File: src/rtl/down_timer.sv
// Loadable down-counter with pause, stop, restart and optional periodic auto-reload.
// Latency: Q shows the load value one edge after start; the terminal count lands N edges later.
// Backpressure: none; start/stop are sampled every edge and pause simply holds the count.
module down_timer #(
    parameter int WIDTH = 16
) (
    input  logic             clock,
    input  logic             clear,
    input  logic             start,
    input  logic             stop,
    input  logic             pause,
    input  logic             auto_reload,
    input  logic [WIDTH-1:0] load_value,
    output logic [WIDTH-1:0] Q,
    output logic             done,
    output logic             busy,
    output logic [1:0]       state
);

    typedef enum logic [1:0] {
        IDLE    = 2'b00,
        RUNNING = 2'b01,
        PAUSED  = 2'b10,
        EXPIRED = 2'b11
    } state_t;

    localparam logic [WIDTH-1:0] ONE = {{(WIDTH-1){1'b0}}, 1'b1};

    state_t           state_q, state_d;
    logic [WIDTH-1:0] count_q, count_d;
    logic [WIDTH-1:0] reload_val_q, reload_val_d;
    logic             done_q, done_d;

    // Next-state decode in priority order: stop, start, pause handling, then decrement.
    always_comb begin
        state_d      = state_q;
        count_d      = count_q;
        reload_val_d = reload_val_q;
        done_d       = 1'b0;

        if (stop) begin
            state_d = IDLE;
            count_d = '0;
        end else if (start) begin
            // A start always re-captures the reload value, even as a restart mid-run.
            reload_val_d = load_value;
            if (load_value != '0) begin
                count_d = load_value;
                state_d = RUNNING;
            end else begin
                // Zero load expires at once; auto_reload deliberately not consulted.
                count_d = '0;
                state_d = EXPIRED;
                done_d  = 1'b1;
            end
        end else begin
            unique case (state_q)
                RUNNING: begin
                    if (pause) begin
                        state_d = PAUSED;
                    end else if (count_q == '0) begin
                        // Should not happen; never wrap, just park in EXPIRED.
                        state_d = EXPIRED;
                    end else if (count_q == ONE) begin
                        done_d = 1'b1;
                        if (auto_reload) begin
                            // Skip the zero so the period is exactly reload_val edges.
                            count_d = reload_val_q;
                        end else begin
                            count_d = '0;
                            state_d = EXPIRED;
                        end
                    end else begin
                        count_d = count_q - ONE;
                    end
                end
                PAUSED: begin
                    // Resume edge only changes state; counting restarts on the next edge.
                    if (!pause) begin
                        state_d = RUNNING;
                    end
                end
                default: begin
                    // IDLE and EXPIRED hold until start or stop.
                end
            endcase
        end
    end

    // State and output registers, forced to rest immediately by clear.
    always_ff @(posedge clock or posedge clear) begin
        if (clear) begin
            state_q      <= IDLE;
            count_q      <= '0;
            reload_val_q <= '0;
            done_q       <= 1'b0;
        end else begin
            state_q      <= state_d;
            count_q      <= count_d;
            reload_val_q <= reload_val_d;
            done_q       <= done_d;
        end
    end

    assign Q     = count_q;
    assign done  = done_q;
    assign state = state_q;
    assign busy  = (state_q == RUNNING) || (state_q == PAUSED);

endmodule

File: config.mk
export PLATFORM = sky130hd
export DESIGN_NAME = down_timer
export DESIGN_NICKNAME = d
export VERILOG_FILES = /design/src/rtl/down_timer.sv
export SDC_FILE = /design/constraint.sdc
export NUM_CORES = 1
export LEC_CHECK = 0
export ABC_AREA = 1
export CAP_MARGIN = 5
export CORE_MARGIN = 1
export CORE_UTILIZATION = 54
export DETAILED_ROUTE_END_ITERATION = 10
export GPL_ROUTABILITY_DRIVEN = 0
export MAX_ROUTING_LAYER = met4
export PLACE_DENSITY = 0.81
export SLEW_MARGIN = 20
export SYNTH_ARGS = -nofsm -noshare
export SYNTH_HDL_FRONTEND = slang
export SYNTH_SLANG_ARGS = --single-unit
File: constraint.sdc
create_clock -name clock -period 1.8 [get_ports clock]
set_input_delay 0.18 -clock clock [delete_from_list [all_inputs] [get_ports clock]]
set_output_delay 0.18 -clock clock [all_outputs]
set_load 0.05 [all_outputs]
; Yosys cells after proc, flatten, opt, wreduce, memory -nomap -nowiden
; Cells that the tools add are included.
[op_classes]
n_bitwise = 1
add_sub_neg = 1
eq_ne = 8
n_reduce_logical = 8
n_mux = 24
[op_table]
columns = cell, count
row1 = two-way mux 16 bit, 8
row2 = == test 16 x 1 -> 1 bit (second input constant), 1
row3 = logical NOT 16 bit, 1
row4 = two-way mux 2 bit, 8
row5 = nonzero test 16 bit, 1
row6 = subtractor 16 x 1 -> 16 bit (second input constant), 1
row7 = != test 6 bit (second input constant), 2
row8 = two-way mux 1 bit, 7
row9 = != test 3 bit (second input constant), 2
row10 = != test 4 bit (second input constant), 1
row11 = one-hot mux 2 bit (2 select lines), 1
row12 = AND reduction 4 bit, 1
row13 = nonzero test 4 bit, 1
row14 = AND reduction 3 bit, 1
row15 = nonzero test 3 bit, 1
row16 = == test 2 x 1 -> 1 bit (second input constant), 1
row17 = == test 2 bit (second input constant), 1
row18 = AND reduction 2 bit, 1
row19 = logical OR 1 bit, 1
row20 = NOT 1 bit, 1
[word_totals]
inputBits = 22
register_bits = 35

; Longest topological paths before layout
[depth]
ltp_word = 7
mapped_depth = 12
mapped_depth_nobuf = 12

; Worst setup path before layout
; No wires, ideal clock.
[synth_timing]
kind = reg2reg
start = register count_q[1], in the netlist Q[1]
end = register count_q[0], in the netlist Q[0]
arrival_ps = 1831
synth_period_minus_slack_ps = 1898
stages_incl_launch_ff = 13
n_path_buf = 1
path_slack_ps = -98
setup_time_ps = 66
path_cell_list = dfrtp_1 -> inv_1 -> ha_1 -> nand2_1 -> nor2_1 -> nand2_2 -> nand2_2 -> nor2_4 -> nor2_8 -> nor2_4 -> buf_6 -> nand2_1 -> nand2_1
[synth_between]
elab_chain_cells = 7
[synth_rtl]
columns = item, line_no
row1 = "start, declared", 30  ; logic [WIDTH-1:0] count_q, count_d;
row2 = "start signal, assigned", 99  ; count_q <= count_d;
row3 = == test 16 x 1 -> 1 bit, 64  ; end else if (count_q == ONE) begin
row4 = two-way mux 16 bit, 64
row5 = two-way mux 16 bit, 61  ; end else if (count_q == '0) begin
row6 = two-way mux 16 bit, 59  ; if (pause) begin
row7 = two-way mux 16 bit, 57  ; unique case (state_q)
row8 = two-way mux 16 bit, 44  ; end else if (start) begin
row9 = two-way mux 16 bit, 41  ; if (stop) begin
; Several ways; a longest one is shown, not always the timed one. The select of a mux whose other input is x is not followed.
; A chain may end at the register's enable or synchronous reset.

; Worst setup path in the final report
[layout_timing]
start = register count_q[1], in the netlist Q[1]
end = register count_q[6], in the netlist Q[6]
[layout_between]
elab_chain_cells = 7
[layout_rtl]
columns = item, line_no
row1 = subtractor 16 x 1 -> 16 bit or == test 16 x 1 -> 1 bit (tied branches), "74, 64"
row2 = two-way mux 16 bit, 64
row3 = two-way mux 16 bit, 61
row4 = two-way mux 16 bit, 59
row5 = two-way mux 16 bit, 57
row6 = two-way mux 16 bit, 44
row7 = two-way mux 16 bit, 41
; Several ways; a longest one is shown, not always the timed one. The select of a mux whose other input is x is not followed.

==> results_dict.tcl <==
set metrics [dict create \
    yosys_warnings 0 \
    final_layout_size_suffix_gt1_share_pct 16.7 \
    worstSkewPairLatency_ns 0.29 \
    ys_seq_elements 35 \
    tightest_pin_transition_ns 0.503 \
    ys_types 24 \
    drt_via_density 5.12 \
    worstSetupEndpointType "flop" \
    hold-worst-slack_ns 0.284 \
    via_count_of_the_first_global_routing_pass 2408 \
    post_synth_and_or_nand_nor_area_fraction_pct 43.8 \
    synth-edff-count 0 \
    mappedNetlistNets 407 \
    num_vias 2536 \
    globalRoute.totalOverflow 0 \
    n_antenna_cell 0 \
    drt_pass1_iterations 5 \
    yosys.cell_count.top_type "sky130_fd_sc_hd__nand2_1" \
    report.final.slew_viol_count 0 \
    io_buffer_count 41 \
    effective_utilization_at_floorplan_pct 56.7 \
    min_path_type "in -> async" \
    muxShareOfSynthArea_pct 4.53 \
    synthesis.area_per_instance_um2 6.54 \
    asyncSetResetFlopFracSynth_pct 100 \
    relSlewSlack_pct 66.4 \
    numCtsBuffers 5 \
    setup.worst_path.start "Q[1]$_DFFE_PP0P_" \
    route.final.wire_length_um 6380 \
    cts.root.buffer_cell "sky130_fd_sc_hd__clkbuf_8" \
    dp_hpwl_um 4810 \
    p_seq_share_pct 34.7 \
    synth_top_family_by_area "simple AND/OR/NAND/NOR gates" \
    intPower_mw 1.66 \
    clockBufferDepth 2 \
    area_growth_pct 31.0 \
    r2r_start "Q[1]$_DFFE_PP0P_" \
    design.portCount 42 \
    num-fill-cells 364 \
    static_power_due_to_leakage_nw 1.75 \
    p_sw_share_pct 41.0 \
    synth-seq-area-share_pct 35.2 \
    power.share.combinational_pct 46.3 \
    tritoncts_num_sinks 35 \
    core_region_area_um2 4380 \
    clock_tree_from_tritoncts "yes" \
    share_of_the_synthesized_area_in_the_top_cell_type_pct 35.2 \
    criticalPathCategory "reg -> reg" \
    nNetsFinal 470 \
    setup-violations-final 0 \
    worstPathRequired_ns 1.99 \
    synth_xor_area_share_pct 0.705 \
    post-cts-setup-buffers 0 \
    synth_area_leader_cell "sky130_fd_sc_hd__dfrtp_1" \
    final-hold-violation-count 0 \
    fp-row-count 24 \
    clk_transition_reported_paths_ns 0.08 \
    final_min_period_over_clock_period_pct 99.1 \
    area.sequential_um2 882 \
    gr-usage-all-layers_pct 28.4 \
    post_synth_fa_ha_maj_area_fraction_pct 2.52 \
    grt_pass1_wl_um 10800 \
    clock_skew_ns 0.0162 \
    status "complete, no violations" \
    number_of_nets_with_antenna_violations_after_routing 0 \
    synth_ff_type "sky130_fd_sc_hd__dfrtp_1" \
    remaining_drcs 0 \
    synth_compound_gate_area_share_pct 4.33 \
    synthTopCellsByCount "170 x sky130_fd_sc_hd__nand2_1, 41 x sky130_fd_sc_hd__inv_1, 35 x sky130_fd_sc_hd__dfrtp_1" \
    critical_path.startpoint_type "flop" \
    dpl_worst_slack_ns 0.0220 \
    cts_max_level 2 \
    crit_fanout 5 \
    avgRoutedWirePerCell_um 12.9 \
    area_contributors_post_synth "sky130_fd_sc_hd__dfrtp_1 35%, sky130_fd_sc_hd__nand2_1 26%, sky130_fd_sc_hd__nand3_1 6.6%" \
    die_area_um2 4880 \
    antenna_found_initial 0 \
    maxCapViolCount 0 \
    timing.critical_path.arrival_ns 1.97 \
    grt_start_max_net_pins 36 \
    setup_slack_ns 0.0166 \
    dieHeight_um 69.8 \
    achievable_frequency_ghz 0.561 \
    power.switching_mw 1.15 \
    layout_min_cycle_time_ns 1.78 \
    synth.cell_area_um2 2480 \
    post_synth_inst_count 380 \
    power.density_cell_area_nw_per_um2 863 \
    clock_power_share_pct 19.0 \
    count_of_routing_violations_after_the_opening_detailed_route_iteration 263 \
    vdd_ir_drop_max_uv 584 \
    multi_input_combinational_cell_area_um2 1430 \
    die-width_um 69.8 \
]
[layer usage]
layer  GRT usage, %  up-vias  part of all wire, %  wire length [um]
met5              -        -                    0                 0
met4           9.33        0                  1.8               113
met3           6.98       15                  5.0               320
met2           42.8       87                   48              3090
met1           37.5     1130                   45              2860
li1               -     1304                    -                 -
[worst paths after layout]
| check | endpoint | slack, ns | cells after the start |
|---|---|---|---|
| max | Q[6]$_DFFE_PP0P_ | 0.02 | 10 |
| min | Q[1]$_DFFE_PP0P_ | 0.28 | 3 |
| max reg2reg | Q[6]$_DFFE_PP0P_ | 0.02 | 10 |
| min reg2reg | reload_val_q[10]$_DFFE_PP0P_ | 0.49 | 2 |
| max in group asynchronous | Q[11]$_DFFE_PP0P_ | 1.15 | 3 |
| min in group clock | reload_val_q[10]$_DFFE_PP0P_ | 0.49 | 2 |
[logic make-up (layout without fill, tap and decap cells)]
group / count (synthesis) / in the layout
buf+inv: 53 / 116
compound gates: 21 / 21
flops: 35 / 35
simple gates: 254 / 254
xor+xnor: 2 / 2
fa+ha+maj: 5 / 5
mux: 10 / 10
[power groups by stage]
stage / sequential (mW) / clock, mW / combinational (mW)
after floorplan: 1.17 / 0 / 0.618
after global placement: 0.976 / 0 / 1.23
after detailed placement: 0.983 / 0 / 1.26
after CTS: 0.969 / 0.541 / 1.26
after global routing: 0.985 / 0.571 / 1.43
final: 0.975 / 0.533 / 1.30
[critical path, stage by stage, from the launching register on]
cell                      delay (ns)
sky130_fd_sc_hd__dfrtp_2        0.41
sky130_fd_sc_hd__inv_1          0.10
sky130_fd_sc_hd__buf_4          0.15
sky130_fd_sc_hd__ha_2           0.21
sky130_fd_sc_hd__nand2_2        0.11
sky130_fd_sc_hd__o21ai_0        0.27
sky130_fd_sc_hd__nand3_1        0.15
sky130_fd_sc_hd__nand3_1        0.09
sky130_fd_sc_hd__nand2_1        0.05
sky130_fd_sc_hd__nand2_1        0.08
sky130_fd_sc_hd__nand2_1        0.05
[flip-flops by register name, indices dropped and copies added, names as in the netlist]
signal,cells
done,1
Q,16
reload_val_q,16
state,2
[timing repair]
item | CTS | global route
endpoints found under the setup margin | 0 | 19
hold buffers | 0 | 0
gates resized for setup | 0 | 17
[stage by stage]
step / cells / area (um2) / total power [mW] / setup TNS [ns] / utilization [%]
after global routing: 495 / 3250 / 2.98 / -0.0684 / 74.2
after global placement: 488 / 3130 / 2.20 / 0 / 71.5
after CTS: 495 / 3210 / 2.77 / 0 / 73.2
after detailed placement: 488 / 3130 / 2.24 / 0 / 71.5
final: 495 / 3250 / 2.81 / 0 / 74.2
after floorplan: 380 / 2490 / 1.79 / 0 / -
[area by class of cell]
cell class | instances | share of cell area, %
Sequential cell | 35 | 27.1
Clock buffer | 7 | 2.35
Multi-Input combinational cell | 292 | 43.8
Timing Repair Buffer | 66 | 19.8
Tap cell | 52 | 2.00
Inverter | 43 | 4.96
[placed cells by master (no fill, tap or decap), types with 2 or more instances in the layout]
cell type,synthesis,routed
sky130_fd_sc_hd__nor2_2,2,5
sky130_fd_sc_hd__nand3_1,33,33
sky130_fd_sc_hd__buf_4,1,25
sky130_fd_sc_hd__clkdlybuf4s50_1,0,34
sky130_fd_sc_hd__dfrtp_1,35,30
sky130_fd_sc_hd__inv_1,41,40
sky130_fd_sc_hd__clkbuf_1,5,2
sky130_fd_sc_hd__a21oi_1,6,6
sky130_fd_sc_hd__nand2_2,3,6
sky130_fd_sc_hd__nand3b_1,4,4
sky130_fd_sc_hd__o21ai_0,14,13
sky130_fd_sc_hd__ha_1,5,4
sky130_fd_sc_hd__dfrtp_2,0,5
sky130_fd_sc_hd__nor2_1,34,29
sky130_fd_sc_hd__clkbuf_8,0,5
sky130_fd_sc_hd__dlymetal6s2s_1,0,2
sky130_fd_sc_hd__buf_12,0,4
sky130_fd_sc_hd__nor2_8,2,2
sky130_fd_sc_hd__mux2_2,10,10
sky130_fd_sc_hd__nand2_1,170,167
sky130_fd_sc_hd__inv_2,2,3
sky130_fd_sc_hd__nor2_4,4,6
No activity file was read; power rests on OpenSTA's default activity.
